--- config.mk ---
export PLATFORM = sky130hd
export DESIGN_NAME = seg_scan_driver_flat
export DESIGN_NICKNAME = d
export VERILOG_FILES = /design/src/rtl/seg_pkg.sv /design/src/rtl/seg_scan_driver_if.sv /design/src/rtl/seg_hex_decode.sv /design/src/rtl/seg_scan_driver.sv /design/src/flat_wrapper.sv
export SDC_FILE = /design/constraint.sdc
export NUM_CORES = 1
export LEC_CHECK = 0
export CAP_MARGIN = 20
export CORE_MARGIN = 2
export CORE_UTILIZATION = 50
export CTS_CLUSTER_DIAMETER = 100
export DETAILED_ROUTE_END_ITERATION = 8
export PLACE_DENSITY = 0.75
export REMOVE_ABC_BUFFERS = 1
export SLEW_MARGIN = 20
export SYNTH_ARGS = -nofsm -noshare
export SYNTH_HDL_FRONTEND = slang
export SYNTH_SLANG_ARGS = --single-unit
--- constraint.sdc ---
create_clock -name clk -period 3 [get_ports clk]
set_input_delay 0.3 -clock clk [delete_from_list [all_inputs] [get_ports clk]]
set_output_delay 0.3 -clock clk [all_outputs]
set_load 0.01 [all_outputs]
--- src/rtl/seg_pkg.sv ---
// Shared constants for the seven-segment scan driver: glyph ROM, blank pattern,
// digit-count limit and a width helper.
package seg_pkg;

    localparam int MAX_DIGITS = 8;

    localparam logic [6:0] SEG_OFF = 7'h7F;

    // Active-low {g,f,e,d,c,b,a} patterns for nibbles 0..F.
    localparam logic [6:0] GLYPHS [16] = '{
        7'h40, 7'h79, 7'h24, 7'h30, 7'h19, 7'h12, 7'h02, 7'h78,
        7'h00, 7'h10, 7'h08, 7'h03, 7'h46, 7'h21, 7'h06, 7'h0E
    };

    function automatic int idx_width(input int n);
        return (n > 1) ? $clog2(n) : 1;
    endfunction

endpackage

--- src/rtl/seg_scan_driver_if.sv ---
// Host-side value bus and board-side pin bundle of seg_scan_driver.
// Blink mask member exists only when SEG_SCAN_BLINK_EN is defined.
interface seg_scan_driver_if #(
    parameter int DIGITS = 4
);
    // load_i is a single-cycle strobe with no ready: the driver always accepts it,
    // and pending_o stays high until the shadow has been committed at a frame start.
    logic [4*DIGITS-1:0] value_i;
    logic [DIGITS-1:0]   dp_i;
    logic                load_i;
    logic                lz_blank_i;
`ifdef SEG_SCAN_BLINK_EN
    logic [DIGITS-1:0]   blink_mask_i;
`endif
    logic [6:0]          seg_o;
    logic                dp_o;
    logic [DIGITS-1:0]   an_o;
    logic                frame_o;
    logic                pending_o;

    modport master (
        output value_i, dp_i, load_i, lz_blank_i,
`ifdef SEG_SCAN_BLINK_EN
        output blink_mask_i,
`endif
        input  seg_o, dp_o, an_o, frame_o, pending_o
    );

    modport slave (
        input  value_i, dp_i, load_i, lz_blank_i,
`ifdef SEG_SCAN_BLINK_EN
        input  blink_mask_i,
`endif
        output seg_o, dp_o, an_o, frame_o, pending_o
    );

endinterface

--- src/rtl/seg_hex_decode.sv ---
// Combinational nibble to active-low seven-segment glyph.
module seg_hex_decode
    import seg_pkg::*;
(
    input  logic [3:0] i_nib,
    output logic [6:0] o_seg
);

    assign o_seg = GLYPHS[i_nib];

endmodule

--- src/rtl/seg_scan_driver.sv ---
// Time-multiplexed common-anode seven-segment driver with frame-synchronous commit.
// Optional blinking of masked digits is enabled by defining SEG_SCAN_BLINK_EN.
module seg_scan_driver
    import seg_pkg::*;
#(
    parameter int DIGITS       = 4,
    parameter int SCAN_DIV     = 50000,
    parameter int BLANK_CYCLES = 16
`ifdef SEG_SCAN_BLINK_EN
   ,parameter int BLINK_FRAMES = 32
`endif
) (
    input logic              clk,
    input logic              rst_n,
    seg_scan_driver_if.slave bus
);

    localparam int PW = idx_width(SCAN_DIV);
    localparam int IW = idx_width(DIGITS);
    localparam logic [PW-1:0] P_LAST   = PW'(SCAN_DIV - 1);
    localparam logic [PW-1:0] P_SHOW   = PW'(BLANK_CYCLES);
    localparam logic [IW-1:0] IDX_LAST = IW'(DIGITS - 1);

    logic [PW-1:0]       r_p;
    logic [IW-1:0]       r_idx;
    logic [4*DIGITS-1:0] r_shadow_val, r_active_val;
    logic [DIGITS-1:0]   r_shadow_dp, r_active_dp;
    logic                r_pending;
    logic [6:0]          r_seg;
    logic                r_dp;
    logic [DIGITS-1:0]   r_an;
    logic                r_frame;

    logic                w_wrap, w_frame_edge, w_show;
    logic                w_zero_run, w_lz_hit, w_dp_sel, w_mask_sel, w_mask_off;
    logic [3:0]          w_nib;
    logic [6:0]          w_glyph, w_seg_nxt;
    logic                w_dp_nxt;
    logic [DIGITS-1:0]   w_an_nxt;

    assign w_wrap       = (r_p == P_LAST);
    assign w_frame_edge = w_wrap && (r_idx == IDX_LAST);
    assign w_show       = (r_p >= P_SHOW);

    always_ff @(posedge clk or negedge rst_n) begin
        if (!rst_n) begin
            r_p   <= '0;
            r_idx <= '0;
        end else if (w_wrap) begin
            r_p   <= '0;
            r_idx <= (r_idx == IDX_LAST) ? '0 : r_idx + 1'b1;
        end else begin
            r_p <= r_p + 1'b1;
        end
    end

    // Commit reads the pre-load shadow; a same-cycle load re-arms pending.
    always_ff @(posedge clk or negedge rst_n) begin
        if (!rst_n) begin
            r_shadow_val <= '0;
            r_shadow_dp  <= '0;
            r_active_val <= '0;
            r_active_dp  <= '0;
            r_pending    <= 1'b0;
        end else begin
            if (w_frame_edge && r_pending) begin
                r_active_val <= r_shadow_val;
                r_active_dp  <= r_shadow_dp;
                r_pending    <= 1'b0;
            end
            if (bus.load_i) begin
                r_shadow_val <= bus.value_i;
                r_shadow_dp  <= bus.dp_i;
                r_pending    <= 1'b1;
            end
        end
    end

    // Walk from the top digit down so w_zero_run covers nibbles idx..DIGITS-1.
    always_comb begin
        w_nib      = '0;
        w_dp_sel   = 1'b0;
        w_mask_sel = 1'b0;
        w_lz_hit   = 1'b0;
        w_zero_run = 1'b1;
        for (int k = DIGITS - 1; k >= 0; k--) begin
            w_zero_run = w_zero_run && (r_active_val[4*k +: 4] == 4'h0);
            if (IW'(k) == r_idx) begin
                w_nib    = r_active_val[4*k +: 4];
                w_dp_sel = r_active_dp[k];
                w_lz_hit = w_zero_run && (k != 0);
`ifdef SEG_SCAN_BLINK_EN
                w_mask_sel = bus.blink_mask_i[k];
`endif
            end
        end
    end

    seg_hex_decode u_dec (
        .i_nib (w_nib),
        .o_seg (w_glyph)
    );

`ifdef SEG_SCAN_BLINK_EN
    localparam int FW = idx_width(BLINK_FRAMES);
    localparam logic [FW-1:0] F_LAST = FW'(BLINK_FRAMES - 1);

    logic [FW-1:0] r_frame_cnt;
    logic          r_blink_on;

    always_ff @(posedge clk or negedge rst_n) begin
        if (!rst_n) begin
            r_frame_cnt <= '0;
            r_blink_on  <= 1'b1;
        end else if (w_frame_edge) begin
            if (r_frame_cnt == F_LAST) begin
                r_frame_cnt <= '0;
                r_blink_on  <= ~r_blink_on;
            end else begin
                r_frame_cnt <= r_frame_cnt + 1'b1;
            end
        end
    end

    assign w_mask_off = w_mask_sel && !r_blink_on;
`else
    assign w_mask_off = w_mask_sel;
`endif

    always_comb begin
        w_an_nxt  = '1;
        w_seg_nxt = SEG_OFF;
        w_dp_nxt  = 1'b1;
        if (w_show) begin
            w_an_nxt  = ~(DIGITS'(1) << r_idx);
            w_seg_nxt = ((bus.lz_blank_i && w_lz_hit) || w_mask_off) ? SEG_OFF : w_glyph;
            w_dp_nxt  = w_mask_off | ~w_dp_sel;
        end
    end

    always_ff @(posedge clk or negedge rst_n) begin
        if (!rst_n) begin
            r_seg   <= SEG_OFF;
            r_dp    <= 1'b1;
            r_an    <= '1;
            r_frame <= 1'b0;
        end else begin
            r_seg   <= w_seg_nxt;
            r_dp    <= w_dp_nxt;
            r_an    <= w_an_nxt;
            r_frame <= w_frame_edge;
        end
    end

    assign bus.seg_o     = r_seg;
    assign bus.dp_o      = r_dp;
    assign bus.an_o      = r_an;
    assign bus.frame_o   = r_frame;
    assign bus.pending_o = r_pending;

endmodule

--- src/flat_wrapper.sv ---
// flat-port wrapper written by rule: the top's interface ports become plain ports
module seg_scan_driver_flat import seg_pkg::*;
#(
    parameter int DIGITS       = 4,
    parameter int SCAN_DIV     = 50000,
    parameter int BLANK_CYCLES = 16

)
  (clk, rst_n, bus_value_i, bus_dp_i, bus_load_i, bus_lz_blank_i, bus_seg_o, bus_dp_o, bus_an_o, bus_frame_o, bus_pending_o);
  seg_scan_driver_if #(.DIGITS(DIGITS)) bus_i ();
  input logic clk;
  input logic rst_n;
  input wire logic [$bits(bus_i.value_i)-1:0] bus_value_i;
  input wire logic [$bits(bus_i.dp_i)-1:0] bus_dp_i;
  input wire logic [$bits(bus_i.load_i)-1:0] bus_load_i;
  input wire logic [$bits(bus_i.lz_blank_i)-1:0] bus_lz_blank_i;
  output wire logic [$bits(bus_i.seg_o)-1:0] bus_seg_o;
  output wire logic [$bits(bus_i.dp_o)-1:0] bus_dp_o;
  output wire logic [$bits(bus_i.an_o)-1:0] bus_an_o;
  output wire logic [$bits(bus_i.frame_o)-1:0] bus_frame_o;
  output wire logic [$bits(bus_i.pending_o)-1:0] bus_pending_o;
  assign bus_i.value_i = bus_value_i;
  assign bus_i.dp_i = bus_dp_i;
  assign bus_i.load_i = bus_load_i;
  assign bus_i.lz_blank_i = bus_lz_blank_i;
  assign bus_seg_o = bus_i.seg_o;
  assign bus_dp_o = bus_i.dp_o;
  assign bus_an_o = bus_i.an_o;
  assign bus_frame_o = bus_i.frame_o;
  assign bus_pending_o = bus_i.pending_o;
  seg_scan_driver #(.DIGITS(DIGITS), .SCAN_DIV(SCAN_DIV), .BLANK_CYCLES(BLANK_CYCLES)) u_core (.clk(clk), .rst_n(rst_n), .bus(bus_i));
endmodule
==> impl_results.md <==
- Hold-fix buffer count after cts: 0
- Endpoints failing hold: 8
- DP Wirelength: 4220 µm
- Max-slew headroom: 39.6%
- Initial antenna violation count: 0
- Max cap viols: 0
- Synth cell types: 46
- Die X-Extent: 86.4 µm
- Critical Path Fanout Max: 11
- Tcrit/Tclk final: 89.1%
- Reg2Reg Setup Slack: 0.33 ns
- M2 GR Usage: 26.5%
- CTS sink cnt: 72
- Routed length per instance: 14.6 µm
- Min-delay worst type: primary input to asynchronous set/reset pin
- GPL Wtd Cong: 0.819
- I/O Buffers: 37
- Antenna viol nets, final: 0
- Via density: 5.39
- Type of origin of the critical path: flip-flop
- Die Ht: 86.4 µm
- Run status: complete, but fails checks
- Routed WL: 5790 µm
- Synth warn: 0
- Count of flip-flops with a built-in enable after synthesis: 0
- Setup Total Neg Slack: 0 ns
- Clk Latency, worst-skew pair: 0.34 ns
- Crit. End Element: flip-flop
- Static leakage: 1.75 nW
- Initial DRC count: 78
- Crit Path Class: flip-flop to flip-flop
- Clock tree from TritonCTS: yes
- Met1 GRT Util: 24.2%
- Register area share after synthesis: 53.5%
- Worst-margin pin slew: 0.903 ns
- Post-Synthesis Cell Area: 3400 µm²
- Layout cells sized above 1: 26.0%
- CTS root buffer: clkbuf_8
- Mapped Avg Cell Area: 12.7 µm²
- Hold_ws: -0.00388 ns
- DRC Markers: 0
- Placed standard-cell area: 3820 µm²
- Reg2Reg Depth: 10
- Post-CTS Setup Bufs: 0
- RSZ-0062 raised after global routing: false
- Gr ovfl total: 0
- Largest net degree at the start of global routing: 33
- Worst path arrival time: 2.93 ns
- # nets final: 346
- First-pass GRT wire length: 10,100 µm
- CP required: 3.25 ns
- Slowest CP cell: dfrtp_1
- Final setup vio count: 0
- Ant. Diodes: 0
- GRT Max-Usage Layer: met2
- CTS Buffer Depth: 2
- Syn Inst Count: 268
- Post-route cell area: 4030 µm²
- Die area: 7470 µm²
- Clock-pin slew of the registers on the worst-case setup and hold paths: 0.07 ns
- Post-synth ARST share: 100%
- Number of synthesized register bits: 72
- Grt met3 use: 5.62%
- Skew final: 0.00678 ns
- CP Cell Sequence: inv_1 -> ha_1 -> nor2b_1 -> a221o_1 -> a22oi_1 -> inv_1 -> ha_1 -> nor2b_1 -> a21oi_1 -> o221ai_1
- Total track usage: 17.7%
- Core region area: 6680 µm²
- Ys flop type: dfrtp_1
- Pwr Density: 470 nW/µm²
- Vias in the first global route: 2,130
- Violated checks: negative hold slack
- Peak VDD IR: 0.318 mV
- Crit-path max cell delay: 0.42 ns
- H-Tree Level Count: 3
- Io pins: 38
- Drt first pass iters: 4
- Period minus WS final: 2.67 ns
- CTS Buf Count: 9
- Area grow syn2layout: 18.8%
- Final Max Tran Viols: 0
- PostCTS Resize Cnt: 0
- Initial Utilization: 50.8%
- Row cnt: 30
- F_max: 374 MHz
- Vias: 2,130
cell type report:
type                            count  area [µm²]
Clock buffer                       12         165
Timing Repair Buffer               41         395
Sequential cell                    72        1820
Multi-Input combinational cell    176        1470
Fill cell                         528        2650
Clock inverter                      4        51.3
Tap cell                           80         100
Inverter                           10        37.5
final timing paths:
path / from / endpoint
worst min register to register: u_core.r_shadow_val[12] / u_core.r_active_val[12]
worst max-delay path: u_core.r_idx[0] / u_core.bus.seg_o[5]
worst min-delay path: rst_n / u_core.r_shadow_val[3]
min in group clk: u_core.r_shadow_val[12] / u_core.r_active_val[12]
worst max register to register: u_core.r_idx[0] / u_core.bus.seg_o[5]
max in group asynchronous: rst_n / u_core.bus.seg_o[1]
cells by family after synthesis:
family                     Yosys count  share of synthesized area [%]
and+or+nand+nor                     78                           12.6
adders and majority gates           12                           4.42
xor gates and xnor gates            14                           3.61
AOI/OAI and AO/OA                   31                           6.85
muxes                               41                           15.8
DFF                                 72                           53.5
buffers and inverters               20                           3.28
layout by cell type (no fill, tap or decap), types with 2 or more instances in the layout:
master,instances
nor4_1,4
nand3_1,8
mux2_2,20
o221ai_1,4
nand3b_1,2
or4_1,2
xnor2_1,6
buf_4,4
nor3b_1,3
clkbuf_8,12
a21o_1,2
nor3_1,4
dfrtp_1,60
dfstp_2,12
inv_1,10
xor2_1,8
a21oi_1,6
nor2_1,17
a211oi_2,2
nand2b_1,2
clkdlybuf4s50_1,36
o21ai_0,5
mux2_4,20
nand3_2,2
a22oi_1,2
ha_1,12
nor2b_1,6
nand2_1,19
a211oi_1,3
flip-flops by register name, indices dropped and copies added, names as in the netlist:
signal,cells
u_core.bus.an_o,4
u_core.bus.dp_o,1
u_core.bus.frame_o,1
u_core.bus.pending_o,1
u_core.bus.seg_o,7
u_core.r_active_dp,4
u_core.r_active_val,16
u_core.r_idx,2
u_core.r_p,16
u_core.r_shadow_dp,4
u_core.r_shadow_val,16
metrics by stage:
step	util, %	setup slack, ns	instances	hold slack, ns	power [mW]
finish	60.4	0.327	395	-0.00388	1.90
global route	60.4	0.142	395	0.0287	1.99
CTS	60.4	0.354	395	0.00856	1.92
global placement	57.1	0.589	379	0.380	1.11
detailed placement	57.1	0.403	379	0.385	1.12
floorplan	-	0.707	258	0.00441	1.06
report_power, final:
group	switching (mW)	internal [mW]	total, mW	leakage, nW
sequential	0.0148	0.998	1.01	0.898
combinational	0.0318	0.0517	0.0835	0.748
clock	0.348	0.452	0.800	0.109
worst max-delay path, delay by kind of cell (launching register included):
family | cells | cell delay (ns)
AOI/OAI and AO/OA | 4 | 0.93
buffers and inverters | 2 | 0.31
adders and majority gates | 2 | 0.63
and+or+nand+nor | 2 | 0.29
DFF | 1 | 0.42
synthesized netlist by cell type (3+ instances only):
| library cell | n | area, µm² |
|---|---|---|
| nor2b_1 | 6 | 37.5 |
| nand2_1 | 19 | 71.3 |
| nor4_1 | 4 | 25.0 |
| mux2_2 | 20 | 225 |
| clkbuf_1 | 5 | 18.8 |
| a21oi_1 | 6 | 30.0 |
| mux2_4 | 20 | 300 |
| ha_1 | 12 | 150 |
| dfrtp_1 | 60 | 1500 |
| xor2_1 | 8 | 70.1 |
| a211oi_1 | 3 | 22.5 |
| dfstp_2 | 12 | 315 |
| buf_2 | 3 | 15.0 |
| nand3_1 | 8 | 40.0 |
| inv_1 | 10 | 37.5 |
| nor2_1 | 17 | 63.8 |
| nor3b_1 | 3 | 22.5 |
| xnor2_1 | 6 | 52.6 |
| o21ai_0 | 5 | 25.0 |
| nor3_1 | 4 | 20.0 |
| o221ai_1 | 4 | 35.0 |
metal layers:
metal	share of wire (%)	up-vias
li1	-	1029
met1	48	1043
met2	46	49
met3	4.8	9
met4	1.6	0
met5	0	-
Power figures use the tool's default switching activity.
